===== config.mk =====
export PLATFORM = sky130hd
export DESIGN_NAME = pipe_adder_flat
export DESIGN_NICKNAME = d
export VERILOG_FILES = /design/src/rtl/adder_pkg.sv /design/src/rtl/pipe_adder_if.sv /design/src/rtl/adder_stage.sv /design/src/rtl/pipe_adder.sv /design/src/flat_wrapper.sv
export SDC_FILE = /design/constraint.sdc
export NUM_CORES = 1
export LEC_CHECK = 0
export ABC_AREA = 0
export BUFFER_PORTS_ARGS = -buffer_cell sky130_fd_sc_hd__buf_4
export CAP_MARGIN = 20
export CORE_MARGIN = 3
export CORE_UTILIZATION = 55
export CTS_BUF_LIST = sky130_fd_sc_hd__clkbuf_16
export DETAILED_ROUTE_END_ITERATION = 10
export GPL_ROUTABILITY_DRIVEN = 0
export GPL_TIMING_DRIVEN = 1
export PLACE_DENSITY = 0.75
export REMOVE_ABC_BUFFERS = 1
export SETUP_SLACK_MARGIN = 0.02
export SLEW_MARGIN = 20
export SYNTH_ARGS = -nofsm -noshare
export SYNTH_HDL_FRONTEND = slang
export SYNTH_SLANG_ARGS = --single-unit

===== constraint.sdc =====
create_clock -name i_clk -period 3.9 [get_ports i_clk]
set_clock_uncertainty 0.05 [all_clocks]
set_input_delay 0.39 -clock i_clk [delete_from_list [all_inputs] [get_ports i_clk]]
set_output_delay 0.39 -clock i_clk [all_outputs]
set_load 0.02 [all_outputs]

===== src/rtl/adder_pkg.sv =====
// Shared definitions for the pipelined add/subtract unit.
//   WIDTH_DEFAULT / CHUNK_DEFAULT : default operand width and bits resolved per stage
//   OP_ADD / OP_SUB               : encoding of the Sub select
//   MODE_UNSIGNED / MODE_SIGNED   : encoding of the Signed select
//   calc_overflow()               : mode-dependent overflow from the final-stage flags
package adder_pkg;

  localparam int unsigned WIDTH_DEFAULT = 32;
  localparam int unsigned CHUNK_DEFAULT = 8;

  localparam logic OP_ADD = 1'b0;
  localparam logic OP_SUB = 1'b1;

  localparam logic MODE_UNSIGNED = 1'b0;
  localparam logic MODE_SIGNED   = 1'b1;

  // cmsb is the carry into the MSB. Under subtraction a clear carry means a borrow.
  function automatic logic calc_overflow(input logic sub, input logic is_signed,
                                         input logic carry, input logic cmsb);
    logic ovf;
    if (is_signed == MODE_SIGNED) begin
      ovf = cmsb ^ carry;
    end else if (sub == OP_SUB) begin
      ovf = ~carry;
    end else begin
      ovf = carry;
    end
    return ovf;
  endfunction

endpackage


===== src/rtl/pipe_adder_if.sv =====
// Operand/result bus of pipe_adder.
//   en, a, b, sub, is_signed : request side, captured when en && ready
//   ready                    : combinational, accept || !valid
//   sum, carry, overflow     : registered result, qualified by valid
//   valid, accept            : result handshake, consumed when valid && accept
// master: upstream producer plus downstream consumer. slave: the adder.
interface pipe_adder_if
  import adder_pkg::*;
#(
  parameter int unsigned WIDTH = WIDTH_DEFAULT
);

  logic             en;
  logic             ready;
  logic [WIDTH-1:0] a;
  logic [WIDTH-1:0] b;
  logic             sub;
  logic             is_signed;
  logic [WIDTH-1:0] sum;
  logic             carry;
  logic             overflow;
  logic             valid;
  logic             accept;

  modport master (
    output en, a, b, sub, is_signed, accept,
    input  ready, sum, carry, overflow, valid
  );

  modport slave (
    input  en, a, b, sub, is_signed, accept,
    output ready, sum, carry, overflow, valid
  );

endinterface


===== src/rtl/adder_stage.sv =====
// One CHUNK-wide slice of the pipelined carry chain.
//   i_clk, i_rst       : clock, synchronous active-high reset
//   i_hold             : global stall, every register keeps its value
//   i_valid / o_valid  : stage valid bit
//   i_a, i_b / o_a,o_b : operands (b already inverted for subtraction)
//   i_cin / o_carry    : carry into this chunk / carry out of it
//   i_sum / o_sum      : lower chunks already resolved / with this chunk added
//   o_cmsb             : carry into the top bit of this chunk
//   i_sub, i_signed    : op and mode, carried along with the data
module adder_stage
  import adder_pkg::*;
#(
  parameter int unsigned WIDTH = WIDTH_DEFAULT,
  parameter int unsigned CHUNK = CHUNK_DEFAULT,
  parameter int unsigned IDX   = 0
) (
  input  logic             i_clk,
  input  logic             i_rst,
  input  logic             i_hold,
  input  logic             i_valid,
  input  logic [WIDTH-1:0] i_a,
  input  logic [WIDTH-1:0] i_b,
  input  logic             i_cin,
  input  logic [WIDTH-1:0] i_sum,
  input  logic             i_sub,
  input  logic             i_signed,
  output logic             o_valid,
  output logic [WIDTH-1:0] o_a,
  output logic [WIDTH-1:0] o_b,
  output logic             o_carry,
  output logic             o_cmsb,
  output logic [WIDTH-1:0] o_sum,
  output logic             o_sub,
  output logic             o_signed
);

  localparam int unsigned LO = IDX * CHUNK;
  localparam int unsigned HI = LO + CHUNK - 1;

  logic [CHUNK:0]   w_chunk;
  logic [WIDTH-1:0] w_sum;
  logic             w_cmsb;

  logic             r_valid;
  logic [WIDTH-1:0] r_a;
  logic [WIDTH-1:0] r_b;
  logic             r_carry;
  logic             r_cmsb;
  logic [WIDTH-1:0] r_sum;
  logic             r_sub;
  logic             r_signed;

  always_comb begin
    w_chunk = {1'b0, i_a[LO +: CHUNK]} + {1'b0, i_b[LO +: CHUNK]} + {{CHUNK{1'b0}}, i_cin};
    w_sum = i_sum;
    w_sum[LO +: CHUNK] = w_chunk[CHUNK-1:0];
    // Sum bit = a ^ b ^ cin, so the carry into the top bit falls out without a second adder.
    w_cmsb = i_a[HI] ^ i_b[HI] ^ w_chunk[CHUNK-1];
  end

  // Data only loads with a valid op so bubbles leave the last result visible downstream.
  always_ff @(posedge i_clk) begin
    if (i_rst) begin
      r_valid  <= 1'b0;
      r_a      <= '0;
      r_b      <= '0;
      r_carry  <= 1'b0;
      r_cmsb   <= 1'b0;
      r_sum    <= '0;
      r_sub    <= 1'b0;
      r_signed <= 1'b0;
    end else if (!i_hold) begin
      r_valid <= i_valid;
      if (i_valid) begin
        r_a      <= i_a;
        r_b      <= i_b;
        r_carry  <= w_chunk[CHUNK];
        r_cmsb   <= w_cmsb;
        r_sum    <= w_sum;
        r_sub    <= i_sub;
        r_signed <= i_signed;
      end
    end
  end

  assign o_valid  = r_valid;
  assign o_a      = r_a;
  assign o_b      = r_b;
  assign o_carry  = r_carry;
  assign o_cmsb   = r_cmsb;
  assign o_sum    = r_sum;
  assign o_sub    = r_sub;
  assign o_signed = r_signed;

endmodule


===== src/rtl/pipe_adder.sv =====
// Pipelined add/subtract unit, WIDTH bits resolved CHUNK bits per stage.
//   i_clk  : clock, all state on the rising edge
//   i_rst  : synchronous active-high reset, priority over every handshake
//   io_bus : operand/result bus (slave side), see pipe_adder_if
// Latency is WIDTH/CHUNK cycles, throughput one op per cycle, stall is global.
module pipe_adder
  import adder_pkg::*;
#(
  parameter int unsigned WIDTH = WIDTH_DEFAULT,
  parameter int unsigned CHUNK = CHUNK_DEFAULT
) (
  input logic         i_clk,
  input logic         i_rst,
  pipe_adder_if.slave io_bus
);

  localparam int unsigned STAGES = WIDTH / CHUNK;

  // Index k carries the state leaving stage k; index 0 is the capture side.
  logic             w_valid [STAGES+1];
  logic [WIDTH-1:0] w_a     [STAGES+1];
  logic [WIDTH-1:0] w_b     [STAGES+1];
  logic             w_carry [STAGES+1];
  logic [WIDTH-1:0] w_sum   [STAGES+1];
  logic             w_sub   [STAGES+1];
  logic             w_sgn   [STAGES+1];
  logic             w_cmsb  [STAGES];
  logic             w_hold;

  assign w_hold       = w_valid[STAGES] && !io_bus.accept;
  assign io_bus.ready = !w_hold;

  // Subtraction is A + ~B + 1: invert B and feed the 1 in as the initial carry.
  assign w_valid[0] = io_bus.en && io_bus.ready;
  assign w_a[0]     = io_bus.a;
  assign w_b[0]     = io_bus.b ^ {WIDTH{io_bus.sub}};
  assign w_carry[0] = io_bus.sub;
  assign w_sum[0]   = '0;
  assign w_sub[0]   = io_bus.sub;
  assign w_sgn[0]   = io_bus.is_signed;

  for (genvar g = 0; g < STAGES; g++) begin : g_stage
    adder_stage #(
      .WIDTH (WIDTH),
      .CHUNK (CHUNK),
      .IDX   (g)
    ) u_stage (
      .i_clk    (i_clk),
      .i_rst    (i_rst),
      .i_hold   (w_hold),
      .i_valid  (w_valid[g]),
      .i_a      (w_a[g]),
      .i_b      (w_b[g]),
      .i_cin    (w_carry[g]),
      .i_sum    (w_sum[g]),
      .i_sub    (w_sub[g]),
      .i_signed (w_sgn[g]),
      .o_valid  (w_valid[g+1]),
      .o_a      (w_a[g+1]),
      .o_b      (w_b[g+1]),
      .o_carry  (w_carry[g+1]),
      .o_cmsb   (w_cmsb[g]),
      .o_sum    (w_sum[g+1]),
      .o_sub    (w_sub[g+1]),
      .o_signed (w_sgn[g+1])
    );
  end

  assign io_bus.valid    = w_valid[STAGES];
  assign io_bus.sum      = w_sum[STAGES];
  assign io_bus.carry    = w_carry[STAGES];
  assign io_bus.overflow = calc_overflow(w_sub[STAGES], w_sgn[STAGES], w_carry[STAGES],
                                         w_cmsb[STAGES-1]);

endmodule


===== src/flat_wrapper.sv =====
// flat-port wrapper written by rule: the top's interface ports become plain ports
module pipe_adder_flat import adder_pkg::*;
#(
  parameter int unsigned WIDTH = WIDTH_DEFAULT,
  parameter int unsigned CHUNK = CHUNK_DEFAULT
)
  (i_clk, i_rst, io_bus_en, io_bus_a, io_bus_b, io_bus_sub, io_bus_is_signed, io_bus_accept, io_bus_ready, io_bus_sum, io_bus_carry, io_bus_overflow, io_bus_valid);
  pipe_adder_if #(.WIDTH(WIDTH)) io_bus_i ();
  input logic i_clk;
  input logic i_rst;
  input wire logic [$bits(io_bus_i.en)-1:0] io_bus_en;
  input wire logic [$bits(io_bus_i.a)-1:0] io_bus_a;
  input wire logic [$bits(io_bus_i.b)-1:0] io_bus_b;
  input wire logic [$bits(io_bus_i.sub)-1:0] io_bus_sub;
  input wire logic [$bits(io_bus_i.is_signed)-1:0] io_bus_is_signed;
  input wire logic [$bits(io_bus_i.accept)-1:0] io_bus_accept;
  output wire logic [$bits(io_bus_i.ready)-1:0] io_bus_ready;
  output wire logic [$bits(io_bus_i.sum)-1:0] io_bus_sum;
  output wire logic [$bits(io_bus_i.carry)-1:0] io_bus_carry;
  output wire logic [$bits(io_bus_i.overflow)-1:0] io_bus_overflow;
  output wire logic [$bits(io_bus_i.valid)-1:0] io_bus_valid;
  assign io_bus_i.en = io_bus_en;
  assign io_bus_i.a = io_bus_a;
  assign io_bus_i.b = io_bus_b;
  assign io_bus_i.sub = io_bus_sub;
  assign io_bus_i.is_signed = io_bus_is_signed;
  assign io_bus_i.accept = io_bus_accept;
  assign io_bus_ready = io_bus_i.ready;
  assign io_bus_sum = io_bus_i.sum;
  assign io_bus_carry = io_bus_i.carry;
  assign io_bus_overflow = io_bus_i.overflow;
  assign io_bus_valid = io_bus_i.valid;
  pipe_adder #(.WIDTH(WIDTH), .CHUNK(CHUNK)) u_core (.i_clk(i_clk), .i_rst(i_rst), .io_bus(io_bus_i));
endmodule

Yosys cells after proc, flatten, opt, wreduce, memory -nomap -nowiden
Cells that the tools add are included.
{"block": "classes", "n_addsub": 8, "n_mux": 2, "bitwise_logic": 6, "n_reduce_logical": 8}
{"operator": "$add 8x8->9", "count": 4}
{"operator": "$add 9x1->9", "count": 4}
{"operator": "$xor 32x32->32", "count": 1}
{"operator": "$reduce_and 2->1", "count": 4}
{"operator": "$xor 1x1->1", "count": 3}
{"operator": "$logic_and 1x1->1", "count": 2}
{"operator": "$logic_not 1->1", "count": 2}
{"operator": "$mux 1", "count": 2}
{"operator": "$not 1->1", "count": 2}
{"block": "word_totals", "regBits": 289, "inputBits": 70, "elab_cells": 51}

Longest topological paths before layout
{"block": "logic_depth", "word_depth": 5, "ltp_mapped": 10}

Modules after synthesis
A second synthesis with hierarchy kept.
{"block": "hier_totals", "cells_unflattened": 1946, "area_unflattened_um2": 15581.2}
{"module": "adder_stage at u_core.g_stage[0].u_stage ...", "instances": 2, "cells_each": 472, "area_per_inst_um2": 3778.6, "seq_area_each_um2": 2021.9}
{"module": "adder_stage at u_core.g_stage[3].u_stage", "instances": 1, "cells_each": 480, "area_per_inst_um2": 3837.4, "seq_area_each_um2": 2021.9}
{"module": "adder_stage at u_core.g_stage[2].u_stage", "instances": 1, "cells_each": 480, "area_per_inst_um2": 3796.1, "seq_area_each_um2": 2021.9}
{"module": "pipe_adder", "instances": 1, "cells_each": 42, "area_per_inst_um2": 390.4, "seq_area_each_um2": 0.0}

Worst setup path before layout
No wires, ideal clock.
{"block": "synth_path", "path_kind": "input -> register", "startpoint": "input port io_bus_sub", "endpoint": "register u_core.g_stage[0].u_stage.r_carry", "arrival_ns": 2.219, "setup_slack_ns": 1.512, "stages": 9, "cell_sequence": "buf_4 > buf_2 > xor2_1 > ha_1 > nor2b_1 > o21a_1 > o21a_1 > o311a_1 > o31a_1"}
{"block": "synth_between", "elab_chain_len": 3}
{"item": "start, declared", "line": "flat_wrapper.sv:14", "source": "input wire logic [$bits(io_bus_i.sub)-1:0] io_bus_sub;"}
{"item": "$xor 32x32->32", "line": "pipe_adder.sv:36", "source": "assign w_b[0] = io_bus.b ^ {WIDTH{io_bus.sub}};"}
{"item": "$add 8x8->9", "line": "adder_stage.sv:54", "source": "w_chunk = {1'b0, i_a[LO +: CHUNK]} + {1'b0, i_b[LO +: CHUNK]} + {{CHUNK{1'b0}}, i_cin};"}
{"item": "$add 9x1->9 *", "line": "adder_stage.sv:54"}
{"item": "end signal, assigned", "line": "adder_stage.sv:77", "source": "r_carry <= w_chunk[CHUNK];"}
{"item": "end, declared", "line": "adder_stage.sv:47", "source": "logic r_carry;"}
Mark *: on every way between the ends. The rest lies on a longest branch, timed or not.
A chain may end at the register's enable or synchronous reset.

Worst setup path in the final report
{"block": "layout_path", "startpoint": "register u_core.g_stage[1].u_stage.r_carry", "endpoint": "register u_core.g_stage[2].u_stage.r_sum[22]"}
{"block": "layout_between", "elab_chain_len": 1}
{"item": "start, declared", "line": "adder_stage.sv:47"}
{"item": "start signal, assigned", "line": "adder_stage.sv:77"}
{"item": "$add 9x1->9", "line": "adder_stage.sv:54"}
{"item": "end signal, assigned", "line": "adder_stage.sv:79", "source": "r_sum <= w_sum;"}
{"item": "end, declared", "line": "adder_stage.sv:49", "source": "logic [WIDTH-1:0] r_sum;"}
Every way passes these cells.

==> impl_metrics.yaml <==
outcome:
  status: "finished clean"
detailed_routing:
  drc: 0
  drt_first_pass_iters: 5
  wl_um: 17800
  post_drt_wl_per_cell_um: 14.1
  antenna_left: 0
  avgViaCountPerCell: 5.40
  drt_iter0_markers: 413
  num_vias: 6778
setup_path:
  rr_startpoint: "u_core.g_stage[1].u_stage.o_carry"
  path_class: "flip-flop to flip-flop"
  cp-start-kind: "flip-flop"
  rrSetupSlack_ps: 1520
  worst_path_largest_cell_delay_ps: 450
  ff2ff_path_depth: 9
  crit_fanout: 3
  cp_data_arrival_time_ps: 2640
  reg2reg_to: "u_core.g_stage[2].u_stage.o_sum[22]"
  cp.required_ps: 4160
  crit_path_cell_trace: "inv_1 -> fa_1 -> inv_1 -> fa_1 -> a21o_1 -> a21oi_1 -> o21ai_0 -> and3_1 -> a311o_1"
  cp_slowest_cell: "fa_1"
  end_kind: "flip-flop"
clocking:
  clkLatencyLatePin_ps: 420
  clkTransAtPathRegs_ps: 70
  cts_resized: 0
  cts_buffers: 17
  cts_tree: "built"
  cts_root_buffer: "clkbuf_16"
  clock-sinks: 193
  post-cts-setup-buffer-count: 0
  cts_buffer_depth: 2
  cts-htree-levels: 4
  cts_hold_buf: 0
yosys:
  synth_area_per_cell_um2: 8.20
  yosysUniqueCellTypes: 51
  async_flop_share_pct: 0
  ys.flop_type: "dfxtp_1"
  yosys_warnings: 0
  synth_edf_count: 0
  yosysSeqAreaShare_pct: 47.3
  syn_inst: 995
  ys_ff_latch: 193
  syn_area_mm2: 0.00816
final_layout:
  drive_gt1_share_pct: 14.5
  area_delta_synth_final_pct: 17.4
  final_cell_mix: "nand2_1 (281), dfxtp_1 (193), a21oi_1 (155)"
  stdcell_count: 1256
  mostFrequentLayoutCell: "nand2_1"
  antenna_cells: 0
  stdcell_area_mm2: 0.00959
  nets: 1168
grt:
  grt.overflow.total: 0
  antenna_found_initial: 0
  first_global_vias: 6331
  grt_pass1_wl_um: 29400
  grt_usage_pct: 22.1
  grt_max_degree: 73
timing:
  grt_setup_unrepaired: "false"
  worst_pin_slew_ps: 997
  fmax_mhz: 420
  drv_slew: 0
  hold_viol: 0
  period_needed_ps: 2380
  setup_viol: 0
  finalCritPeriodShare_pct: 61.0
  relSlewSlack_pct: 33.5
  timing.setup.tns_ps: 0
placement:
  io_buffers: 105
  post_dp_cell_area_mm2: 0.00897
  dp_cells: 1223
  dp.final_hpwl_um: 11300
hold_path:
  hold_path_class: "input pin to flip-flop"
  worstHoldStart: "io_bus_a[11]"
  hold-path-endpoint: "u_core.g_stage[0].u_stage.o_a[11]"
  min_path_cells: 3
floorplanning:
  rows: 43
  die_x_um: 128
  die_h_um: 128
  dieArea_mm2: 0.0163
  core_area_mm2: 0.0142
  initial_core_util_pct: 57.5
  ios: 106
job:
  max_cap_viol_count: 0
pwr:
  power_density_mw_per_mm2: 446
  leakage_nw: 3.76
  vdd_drop_max_uv: 323
sequential cells by signal, indices dropped and copies added (netlist names):
name and count:
u_core.g_stage.u_stage.o_sum 80, u_core.g_stage.u_stage.o_cmsb 1, u_core.g_stage.u_stage.o_b 48, u_core.g_stage.u_stage.o_valid 4, u_core.g_stage.u_stage.o_sub 4, u_core.g_stage.u_stage.o_carry 4, u_core.g_stage.u_stage.o_a 48, u_core.g_stage.u_stage.o_signed 4
through the flow:
| stage | worst slack [ps] | util, % | power [mW] | hold slack (ps) |
|---|---|---|---|---|
| after floorplan | 1320 | - | 2.36 | 376 |
| after global placement | 1320 | 63.2 | 2.53 | 387 |
| after detailed placement | 1250 | 63.2 | 2.54 | 391 |
| after CTS | 1520 | 67.4 | 4.30 | 147 |
| after global routing | 1360 | 67.5 | 4.44 | 147 |
| final | 1520 | 67.5 | 4.27 | 155 |
layer usage:
layer / wire [um] / track usage, % / vias up
li1: - / - / 3471
met1: 8170 / 28.8 / 3128
met3: 868 / 4.54 / 27
met2: 8470 / 37.2 / 152
met5: 0 / 0 / -
met4: 258 / 6.55 / 0
worst max-delay path: cells and delay by family (launching register included):
family                   cells  cell delay, ps
AO/OA/AOI/OAI                4             950
buffers and inverters        2             160
flip-flops                   1             300
adder cells (fa/ha/maj)      2             650
AND/OR/NAND/NOR              1             180
power by group:
part / total, mW / internal [mW] / switching [mW]
clock network: 1.77 / 1.06 / 0.715
logic: 0.418 / 0.177 / 0.240
registers: 2.08 / 2.04 / 0.0377
total: 4.27 / 3.28 / 0.993
Yosys cell counts (2+ instances only):
library cell | n | area (um^2)
or4_1 | 2 | 15.0
xnor2_1 | 29 | 254
o211ai_1 | 7 | 52.6
fa_1 | 7 | 140
nand3_1 | 17 | 85.1
mux2i_1 | 2 | 20.0
buf_4 | 3 | 22.5
o311ai_0 | 2 | 17.5
nor3b_1 | 3 | 22.5
inv_1 | 17 | 63.8
clkbuf_1 | 38 | 143
o21ai_0 | 3 | 15.0
o31ai_1 | 6 | 45.0
dfxtp_1 | 193 | 3860
or3_1 | 6 | 37.5
xor2_1 | 11 | 96.3
a311oi_1 | 2 | 17.5
and2_1 | 6 | 37.5
nor2_1 | 46 | 173
a21o_1 | 7 | 52.6
a21oi_1 | 155 | 776
nor2b_1 | 9 | 56.3
or2_1 | 2 | 12.5
o21bai_1 | 2 | 15.0
nand3b_1 | 2 | 15.0
ha_1 | 28 | 350
buf_2 | 22 | 110
o21a_1 | 8 | 60.1
a211o_1 | 2 | 17.5
a21boi_1 | 2 | 15.0
o21ai_1 | 3 | 15.0
o31a_1 | 4 | 35.0
buf_1 | 4 | 15.0
nor3_1 | 13 | 65.1
a211oi_1 | 32 | 240
nand2_1 | 282 | 1060
or2_2 | 4 | 25.0
final cells by class:
class / instances / area [um^2]
Inverter: 19 / 71.3
Timing Repair Buffer: 116 / 882
Clock buffer: 17 / 425
Tap cell: 180 / 225
Clock inverter: 15 / 175
Sequential cell: 193 / 3860
Fill cell: 1260 / 4620
Multi-Input combinational cell: 716 / 3940
cells by family after synthesis:
logic type / count (synthesis) / synth area share [%]
buf+inv: 86 / 4.43
flops: 193 / 47.3
xor+xnor: 40 / 4.29
simple gates: 396 / 20.0
mux: 2 / 0.245
compound gates: 243 / 17.7
fa+ha+maj: 35 / 6.01
worst max-delay path by stage:
stage | depth (start not counted) | start | slack, ps | end
detailed placement | 8 | io_bus_sub | 1250 | u_core.g_stage[0].u_stage.o_carry
global placement | 8 | io_bus_sub | 1320 | u_core.g_stage[0].u_stage.o_carry
global route | 6 | u_core.g_stage[3].u_stage.o_valid | 1360 | u_core.g_stage[0].u_stage.o_b[27]
CTS | 9 | u_core.g_stage[1].u_stage.o_carry | 1520 | u_core.g_stage[2].u_stage.o_sum[22]
finish | 9 | u_core.g_stage[1].u_stage.o_carry | 1520 | u_core.g_stage[2].u_stage.o_sum[22]
floorplan | 5 | u_core.g_stage[3].u_stage.o_valid | 1320 | u_core.g_stage[0].u_stage.o_sum[6]
(Power assumes the default switching activity.)
